### src/rtl/lif_layer_tm_pkg.sv
`default_nettype none
// +----------------------------------------------------------------------+
// | Module  : lif_layer_tm_pkg                                           |
// | Brief   : Shared types for the time-multiplexed LIF neuron layer     |
// | Rev     : 1.0  initial release                                       |
// +----------------------------------------------------------------------+
package lif_layer_tm_pkg;

  typedef enum logic [1:0] {
    IDLE   = 2'd0,
    UPDATE = 2'd1,
    DONE   = 2'd2
  } fsm_state_t;

  typedef enum logic {
    RST_ZERO = 1'b0,
    RST_SUB  = 1'b1
  } reset_mode_t;

endpackage
`default_nettype wire

### src/rtl/lif_layer_tm_if.sv
`default_nettype none
// +----------------------------------------------------------------------+
// | Module  : lif_layer_tm_if                                            |
// | Brief   : Host-side bus of the LIF layer (step, currents, monitor)   |
// | Rev     : 1.0  initial release                                       |
// +----------------------------------------------------------------------+
interface lif_layer_tm_if #(
  parameter int N = 8,
  parameter int W = 8
);
  localparam int IW = $clog2(N);

  logic          step;
  logic [W-1:0]  thr;
  logic          cur_we;
  logic [IW-1:0] cur_idx;
  logic [W-1:0]  cur_data;
  logic          busy;
  logic          done;
  logic [N-1:0]  spikes;
  logic [IW-1:0] mon_idx;
  logic [W-1:0]  mon_state;

  // Host side
  modport master (
    output step, thr, cur_we, cur_idx, cur_data, mon_idx,
    input  busy, done, spikes, mon_state
  );

  // Layer side
  modport slave (
    input  step, thr, cur_we, cur_idx, cur_data, mon_idx,
    output busy, done, spikes, mon_state
  );
endinterface
`default_nettype wire

### src/rtl/lif_layer_tm_update_core.sv
`default_nettype none
// +----------------------------------------------------------------------+
// | Module  : lif_update_core                                            |
// | Brief   : Combinational single-neuron leak/integrate/fire datapath   |
// | Rev     : 1.0  initial release                                       |
// +----------------------------------------------------------------------+
module lif_update_core
  import lif_layer_tm_pkg::*;
#(
  parameter int W          = 8,
  parameter int BETA_SHIFT = 1,
  parameter int REFRAC     = 2,
  parameter int RESET_MODE = 0,
  parameter int RW         = 2
) (
  input  logic [W-1:0]  i_v,
  input  logic [W-1:0]  i_c,
  input  logic [RW-1:0] i_r,
  input  logic [W-1:0]  i_thr,
  output logic [W-1:0]  o_v_next,
  output logic [RW-1:0] o_r_next,
  output logic          o_spike
);
  localparam logic [RW-1:0] c_REFRAC = RW'(REFRAC);
  localparam reset_mode_t   c_MODE   = reset_mode_t'(RESET_MODE[0]);

  logic [W-1:0] w_leaked;
  logic [W:0]   w_sum;
  logic [W-1:0] w_sat;

  // Leak, saturating integrate, then threshold/refractory decision
  always_comb begin
    w_leaked = i_v - (i_v >> BETA_SHIFT);
    w_sum    = {1'b0, w_leaked} + {1'b0, i_c};
    w_sat    = w_sum[W] ? {W{1'b1}} : w_sum[W-1:0];
    o_v_next = '0;
    o_r_next = '0;
    o_spike  = 1'b0;
    if (i_r != '0) begin
      // Refractory: membrane held at zero, input current ignored
      o_r_next = i_r - RW'(1);
    end else if (w_sat >= i_thr) begin
      o_spike  = 1'b1;
      o_v_next = (c_MODE == RST_SUB) ? (w_sat - i_thr) : '0;
      o_r_next = c_REFRAC;
    end else begin
      o_v_next = w_sat;
    end
  end
endmodule
`default_nettype wire

### src/rtl/lif_layer_tm.sv
`default_nettype none
// +----------------------------------------------------------------------+
// | Module  : lif_layer_tm                                               |
// | Brief   : N-neuron LIF layer, one shared update datapath swept       |
// |           across neurons one per cycle; atomic spike publication     |
// | Rev     : 1.0  initial release                                       |
// +----------------------------------------------------------------------+
module lif_layer_tm
  import lif_layer_tm_pkg::*;
#(
  parameter int N          = 8,
  parameter int W          = 8,
  parameter int BETA_SHIFT = 1,
  parameter int REFRAC     = 2,
  parameter int RESET_MODE = 0,
  parameter int CUR_CLEAR  = 0
) (
  input  logic          clk,
  input  logic          rst_n,
  lif_layer_tm_if.slave bus
);
  localparam int              c_IW   = $clog2(N);
  localparam int              c_RW   = (REFRAC > 0) ? $clog2(REFRAC + 1) : 1;
  localparam logic [c_IW-1:0] c_LAST = c_IW'(N - 1);

  fsm_state_t      r_state;
  logic [c_IW-1:0] r_idx;
  logic [W-1:0]    r_thr;
  logic [N-1:0]    r_shadow;
  logic [N-1:0]    r_spikes;
  logic            r_busy;
  logic            r_done;
  logic [W-1:0]    r_mon;
  logic [W-1:0]    r_mem [N];
  logic [W-1:0]    r_cur [N];
  logic [c_RW-1:0] r_ref [N];

  logic [W-1:0]    w_v_next;
  logic [c_RW-1:0] w_r_next;
  logic            w_spike;

  lif_update_core #(
    .W          (W),
    .BETA_SHIFT (BETA_SHIFT),
    .REFRAC     (REFRAC),
    .RESET_MODE (RESET_MODE),
    .RW         (c_RW)
  ) u_core (
    .i_v      (r_mem[r_idx]),
    .i_c      (r_cur[r_idx]),
    .i_r      (r_ref[r_idx]),
    .i_thr    (r_thr),
    .o_v_next (w_v_next),
    .o_r_next (w_r_next),
    .o_spike  (w_spike)
  );

  // Sweep FSM: owns membranes, refractory counters, shadow and published spikes
  always_ff @(posedge clk) begin
    if (!rst_n) begin
      r_state  <= IDLE;
      r_idx    <= '0;
      r_thr    <= '0;
      r_shadow <= '0;
      r_spikes <= '0;
      r_busy   <= 1'b0;
      r_done   <= 1'b0;
      for (int i = 0; i < N; i++) begin
        r_mem[i] <= '0;
        r_ref[i] <= '0;
      end
    end else begin
      r_done <= 1'b0;
      case (r_state)
        IDLE: begin
          if (bus.step) begin
            r_state <= UPDATE;
            r_busy  <= 1'b1;
            r_idx   <= '0;
            r_thr   <= bus.thr;
          end
        end
        UPDATE: begin
          r_mem[r_idx]    <= w_v_next;
          r_ref[r_idx]    <= w_r_next;
          r_shadow[r_idx] <= w_spike;
          if (r_idx == c_LAST) begin
            r_state <= DONE;
          end else begin
            r_idx <= r_idx + c_IW'(1);
          end
        end
        DONE: begin
          // Publish the whole step at once so the host never sees a partial vector
          r_spikes <= r_shadow;
          r_done   <= 1'b1;
          r_busy   <= 1'b0;
          r_state  <= IDLE;
        end
        default: r_state <= IDLE;
      endcase
    end
  end

  // Current registers: optional clear-after-use, host write placed last so it wins
  always_ff @(posedge clk) begin
    if (!rst_n) begin
      for (int i = 0; i < N; i++) begin
        r_cur[i] <= '0;
      end
    end else begin
      if ((CUR_CLEAR != 0) && (r_state == UPDATE)) begin
        r_cur[r_idx] <= '0;
      end
      if (bus.cur_we && (int'(bus.cur_idx) < N)) begin
        r_cur[bus.cur_idx] <= bus.cur_data;
      end
    end
  end

  // Membrane monitor, bypassing the value being written this cycle
  always_ff @(posedge clk) begin
    if (!rst_n) begin
      r_mon <= '0;
    end else if (int'(bus.mon_idx) >= N) begin
      r_mon <= '0;
    end else if ((r_state == UPDATE) && (bus.mon_idx == r_idx)) begin
      r_mon <= w_v_next;
    end else begin
      r_mon <= r_mem[bus.mon_idx];
    end
  end

  assign bus.busy      = r_busy;
  assign bus.done      = r_done;
  assign bus.spikes    = r_spikes;
  assign bus.mon_state = r_mon;
endmodule
`default_nettype wire
### src/flat_wrapper.sv
// flat-port wrapper written by rule: the top's interface ports become plain ports
module lif_layer_tm_flat import lif_layer_tm_pkg::*;
#(
  parameter int N          = 8,
  parameter int W          = 8,
  parameter int BETA_SHIFT = 1,
  parameter int REFRAC     = 2,
  parameter int RESET_MODE = 0,
  parameter int CUR_CLEAR  = 0
)
  (clk, rst_n, bus_step, bus_thr, bus_cur_we, bus_cur_idx, bus_cur_data, bus_mon_idx, bus_busy, bus_done, bus_spikes, bus_mon_state);
  lif_layer_tm_if #(.N(N), .W(W)) bus_i ();
  input  logic clk;
  input  logic rst_n;
  input wire logic [$bits(bus_i.step)-1:0] bus_step;
  input wire logic [$bits(bus_i.thr)-1:0] bus_thr;
  input wire logic [$bits(bus_i.cur_we)-1:0] bus_cur_we;
  input wire logic [$bits(bus_i.cur_idx)-1:0] bus_cur_idx;
  input wire logic [$bits(bus_i.cur_data)-1:0] bus_cur_data;
  input wire logic [$bits(bus_i.mon_idx)-1:0] bus_mon_idx;
  output wire logic [$bits(bus_i.busy)-1:0] bus_busy;
  output wire logic [$bits(bus_i.done)-1:0] bus_done;
  output wire logic [$bits(bus_i.spikes)-1:0] bus_spikes;
  output wire logic [$bits(bus_i.mon_state)-1:0] bus_mon_state;
  assign bus_i.step = bus_step;
  assign bus_i.thr = bus_thr;
  assign bus_i.cur_we = bus_cur_we;
  assign bus_i.cur_idx = bus_cur_idx;
  assign bus_i.cur_data = bus_cur_data;
  assign bus_i.mon_idx = bus_mon_idx;
  assign bus_busy = bus_i.busy;
  assign bus_done = bus_i.done;
  assign bus_spikes = bus_i.spikes;
  assign bus_mon_state = bus_i.mon_state;
  lif_layer_tm #(.N(N), .W(W), .BETA_SHIFT(BETA_SHIFT), .REFRAC(REFRAC), .RESET_MODE(RESET_MODE), .CUR_CLEAR(CUR_CLEAR)) u_core (.clk(clk), .rst_n(rst_n), .bus(bus_i));
endmodule
### config.mk
export PLATFORM = sky130hd
export DESIGN_NAME = lif_layer_tm_flat
export DESIGN_NICKNAME = d
export VERILOG_FILES = /design/src/rtl/lif_layer_tm_pkg.sv /design/src/rtl/lif_layer_tm_if.sv /design/src/rtl/lif_layer_tm_update_core.sv /design/src/rtl/lif_layer_tm.sv /design/src/flat_wrapper.sv
export SDC_FILE = /design/constraint.sdc
export NUM_CORES = 1
export LEC_CHECK = 0
export CORE_UTILIZATION = 55
export DETAILED_ROUTE_END_ITERATION = 8
export PLACE_DENSITY = 0.74
export SLEW_MARGIN = 20
export SYNTH_ARGS = -nofsm -noshare
export SYNTH_HDL_FRONTEND = slang
export SYNTH_SLANG_ARGS = --single-unit
export TNS_END_PERCENT = 5
### constraint.sdc
create_clock -name clk -period 6 [get_ports clk]
set_input_delay 1.2 -clock clk [delete_from_list [all_inputs] [get_ports clk]]
set_output_delay 1.2 -clock clk [all_outputs]
set_load 0.005 [all_outputs]
* Word level (Yosys, flattened, before mapping) *
Memory sizes are Yosys's and may differ from the RTL's. A register that Yosys moved wholly into a read port is not among the register bits.
Index checks and enable logic that the tools add are counted.

cells by class
  reductions and logical operators = 13
  $mul = 0
  order comparisons = 3
  shift operators = 0
  equality and inequality tests = 6
  div/mod/pow operators = 0
  mux-type cells = 41
  bitwise logic cells = 0
  add/subtract/negate cells = 4

operators by type and width
  operator                                                                              count
  8-bit 2-to-1 mux                                                                      5
  3-bit 2-to-1 mux                                                                      11
  8-bit OR reduction                                                                    2
  1-bit 2-to-1 mux                                                                      15
  2-bit 2-to-1 mux                                                                      5
  8-bit by 8-bit adder with 9-bit output                                                1
  8-bit bitwise mux                                                                     1
  8-bit greater-or-equal comparator                                                     1
  8-bit by 7-bit subtractor with 8-bit output                                           1
  3-bit one-hot mux with 2 select lines                                                 1
  2-bit AND reduction                                                                   3
  2-bit nonzero test                                                                    3
  3-bit by 4-bit less-than comparator with 1-bit output (second input constant)         1
  2-bit inequality test (second input constant)                                         2
  2-bit one-hot mux with 2 select lines                                                 1
  3-bit by 1-bit adder with 3-bit output (second input constant)                        1
  1-bit demux with 3-bit select                                                         1
  3-bit == test (second input constant)                                                 1
  3-bit by 1-bit greater-or-equal comparator with 1-bit output (second input constant)  1
  3-bit AND reduction                                                                   1
  2-bit by 1-bit == test with 1-bit output (second input constant)                      1
  2-bit == test (second input constant)                                                 1
  2-bit zero test                                                                       1
  2-bit by 1-bit inequality test with 1-bit output (second input constant)              1
  5 further kinds                                                                       5

word-level totals
  word-level logic and storage cells = 77
  input bits = 26
  register bits = 31
  memories kept = 3
  bits in writable memories = 144
  ROM bits = 0
  output and inout port bits = 18
  latch bits = 0

memory list
  memory        words  width  read ports  clocked after Yosys merged registers in  write ports  line                source
  u_core.r_cur  8      8      1           1                                        8            lif_layer_tm.sv:35  logic [W-1:0] r_cur [N];
  u_core.r_mem  8      8      2           2                                        8            lif_layer_tm.sv:34  logic [W-1:0] r_mem [N];
  u_core.r_ref  8      2      1           1                                        8            lif_layer_tm.sv:36  logic [c_RW-1:0] r_ref [N];

* Depth between registers and ports, before layout *
  depth after elaboration = 7
  depth in mapped cells = 26
  gate-level depth less buffers = 22

* By module *
Synthesis repeated with hierarchy kept, for this count alone.

second synthesis, totals
  cell total of the unflattened synthesis = 756
  area, all modules = 9579.2 um^2

modules (own cells, without submodules)
  module           cells each  area an instance (um^2)  sequential area each (um^2)  instances
  lif_layer_tm     614         8574.5                   5165.0                       1
  lif_update_core  142         1004.7                   0.0                          1

* Least setup slack after synthesis *
Ideal clock, no wire load.

  kind = register -> register
  start = register (tool-made name)
  end = memory u_core.r_ref[0][1] in the netlist's numbering (data pin)
  period minus slack after synthesis = 5.690 ns
  buffers on the path = 3
  library setup time = 0.275 ns
  path slack = 0.310 ns
  data arrival time = 5.415 ns
  stages on the path, launching flop included = 24
  required time = 5.725 ns
  path through = dfxtp_1 buf_2 buf_2 mux4_2 mux2i_1 inv_1 ha_1 fa_1 nor2b_1 o21ai_0 a21boi_0 or4_1 nand3_1 ha_1 o21a_1 a21oi_1 nand2_2 or2_2 ha_1 a21o_1 a21oi_2 a21bo_4 buf_6 a21oi_1

RTL lines
  item           line
  end, declared  lif_layer_tm.sv:36

==> results.yml <==
synth:
  synth_edf_count: 144
  avgSynthCellArea_um2: 12.6
  ys_seq_elements: 186
  synth_fp_nets: 804
  yosys.area_share.simple_pct: 14.3
  synth_top_family_by_area: "multiplexers"
  synth_compound_area_share_pct: 7.31
  ys_seq_area_share_pct: 54.7
  syn-cell-area_um2: 9450
  synthArstFlopShare_pct: 0
  syn_inst: 751
  synthMuxAreaShare_pct: 16.1
  synthAdderAreaFrac_pct: 3.73
  synth_flop_cell: "edfxtp_1"
  yosys.cell_types.count: 58
  synth_warnings: 0
  synth-xor-area-share_pct: 0.742
worst_setup_path:
  crit_path_end_kind: "flip-flop"
  crit_type: "flip-flop to flip-flop"
  reg2regPathDepth: 20
  startpoint_type: "flip-flop"
  rr_endpoint: "u_core.r_mem[2][1]"
  required_ns: 6.27
  ff2ff_setup_slack_ns: 0.34
  path_max_fanout: 10
  cp.arrival_ns: 5.94
clock_network:
  cts_buffers: 17
  ctsLongestPathBuffers: 2
  postCtsHoldBufs: 0
  path_clk_slew_ns: 0.07
  cts_tree: "done"
  cts-root-buf: "clkbuf_16"
  cts_sinks: 186
  insertion_delay_ns: 0.44
  h-tree-depth: 4
layout:
  antennaDiodeCount: 0
  seqCellArea_um2: 5170
  finalNetCount: 858
  fillers: 1222
  final_core_util_pct: 65.0
  syn_to_final_growth_pct: 14.9
  post_route_cells_drive_above_1_share_pct: 18.9
  final_cell_mix: "edfxtp_1, nor2_1, and2_1"
  multi_input_area_um2: 4050
  stdcell_area_um2: 10900
  final_common_cell: "edfxtp_1"
  final_cells: 1038
sta:
  fin_ws_ns: 0.337
  fin_crit_sh_pct: 94.4
  fin_worst_skew_ns: 0.00934
  max_freq_mhz: 177
  slew_violations: 0
  setup_viol: 0
  layout_min_cycle_time_ns: 5.66
  max-slew-margin-rel_pct: 23.3
  hold_viol_final: 0
  worst_pin_slew_ns: 1.14
  hold-worst-slack_ns: 0.461
power_and_ir_drop:
  p_per_area_nw_per_um2: 347
  netSwitchingFraction_pct: 32.8
  clock_power_share_pct: 29.1
  comb_power_share_pct: 31.5
  leakagePower_nw: 3.82
  p_switching_mw: 1.24
  cellInternalPower_mw: 2.53
  irDropWorstVdd_mv: 0.279
  pwr-share-seq_pct: 39.4
global_routing:
  grt_pass1_vias: 6585
  grt_max_degree: 33
  overflow: 0
  grt_pass1_wl_um: 36800
  track_usage_pct: 28.3
  antenna_found_initial: 0
floorplanning:
  die_area_um2: 17700
  core_area_um2: 16700
  ios: 44
  die_h_um: 133
  row_count: 47
  fp.dieW_um: 133
  initial_utilization_pct: 56.6
placement:
  post-place-ws_ns: -0.0124
  post-place-cells: 1001
  hpwl_um: 16300
  numPortBuffers: 43
  place_congestion: 0.874
  place_area_um2: 10200
routing:
  drt-pass1-iter-count: 7
  viasPerCell: 6.28
  route.vias.total: 6520
  routedWlPerCell_um: 23.1
  antenna_left: 0
  drc_errors: 0
  first_iter_violations: 678
  wirelength_um: 24000
min_path:
  hold_path_depth: 2
  min-delay-path-class: "flip-flop to flip-flop"
  hold_end: "u_core.bus.spikes[7]"
  holdCritStartpoint: "u_core.bus.spikes[7]"
status:
  status: "finished, final reports clean"
run:
  cap_violations: 0
[per-stage QoR]
step                      power, mW  TNS, ns
after floorplan                2.27        0
after global placement         2.54        0
after detailed placement       2.59  -0.0307
after CTS                      3.67        0
after global routing           3.93   -0.162
final                          3.77        0
[kinds of logic (layout without fill, tap and decap cells)]
logic type                 Yosys count  after routing
AOI/OAI and AO/OA                  104            104
xor gates and xnor gates             8              8
buffers and inverters               71            138
and+or+nand+nor                    273            273
muxes                               82             82
adders and majority gates           27             27
DFF                                186            186
[cells in the mapped netlist (8+ instances only)]
| cell type | instances | area share (%) |
|---|---|---|
| edfxtp_1 | 144 | 46 |
| nor2_1 | 108 | 4.3 |
| and2_1 | 65 | 4.3 |
| mux4_2 | 53 | 13 |
| dfxtp_1 | 42 | 8.9 |
| a21oi_1 | 37 | 2.0 |
| inv_1 | 32 | 1.3 |
| nand2_1 | 30 | 1.2 |
| ha_1 | 25 | 3.3 |
| clkbuf_1 | 24 | 0.95 |
| o21ai_0 | 24 | 1.3 |
| mux2_2 | 16 | 1.9 |
| nand3_1 | 13 | 0.69 |
| mux2i_1 | 12 | 1.3 |
| nor2b_1 | 12 | 0.79 |
| nor3_1 | 11 | 0.58 |
| buf_2 | 10 | 0.53 |
| nand2b_1 | 10 | 0.66 |
| o22ai_1 | 8 | 0.53 |
[worst max-delay path by stage]
stage	start	end	cells after the start
6_report	flip-flop	u_core.r_mem[2][1]	20
4_1_cts	flip-flop	u_core.r_mem[1][7]	21
5_1_grt	flip-flop	u_core.r_mem[1][0]	20
2_1_floorplan	flip-flop	u_core.r_ref[0][1]	23
3_5_place_dp	flip-flop	u_core.r_mem[5][3]	21
3_3_place_gp	flip-flop	u_core.r_mem[1][3]	20
[area by class of cell]
type,count,area share [%]
multi-input cells,494,37.3
repair buffers,74,6.12
inverters,32,1.11
clock buffers,24,4.77
flip-flops and latches,186,47.6
clock inverters,8,0.507
well taps,220,2.54
[timing repair]
item / CTS / global route
setup endpoints to repair: 0 / 87
buffers inserted: 0 / 5
resized for setup: 0 / 9
[critical path: stages, from the launching register on]
cell,delay [ns]
dfxtp_4,0.47
mux4_2,0.54
mux2i_2,0.27
inv_1,0.12
ha_1,0.25
fa_1,0.43
nor2b_1,0.14
o21ai_0,0.11
a21boi_1,0.24
or4_1,0.15
nand3_1,0.08
ha_1,0.34
nor3b_1,0.17
a221oi_1,0.23
nand3_1,0.17
or2_2,0.31
ha_1,0.32
a21o_1,0.20
a21oi_4,0.36
o2111ai_2,0.38
nor2_1,0.23
[state kept, by name, indices dropped and copies added (netlist names), named ones only]
register and flops:
u_core.r_state 2, u_core.r_thr 8, u_core.r_mem 64, u_core.bus.done 1, u_core.r_idx 3, u_core.r_cur 64, u_core.bus.spikes 8, u_core.r_ref 16
u_core.r_shadow 8, u_core.bus.mon_state 8, u_core.bus.busy 1
[metal layers]
| layer | vias up | GRT usage (%) | wire length [µm] |
|---|---|---|---|
| li1 | 2888 | - | - |
| met1 | 3214 | 38.7 | 9710 |
| met2 | 343 | 44.0 | 11400 |
| met3 | 75 | 6.05 | 2030 |
| met4 | 0 | 12.1 | 805 |
| met5 | - | 0 | 0 |
[power groups by stage]
stage / Combinational, mW / Sequential, mW / Clock [mW]
floorplan: 0.775 / 1.50 / 0
global placement: 1.03 / 1.51 / 0
detailed placement: 1.07 / 1.51 / 0
CTS: 1.08 / 1.49 / 1.10
global route: 1.28 / 1.49 / 1.15
finish: 1.19 / 1.49 / 1.10
No activity file was read; power rests on OpenSTA's default activity.
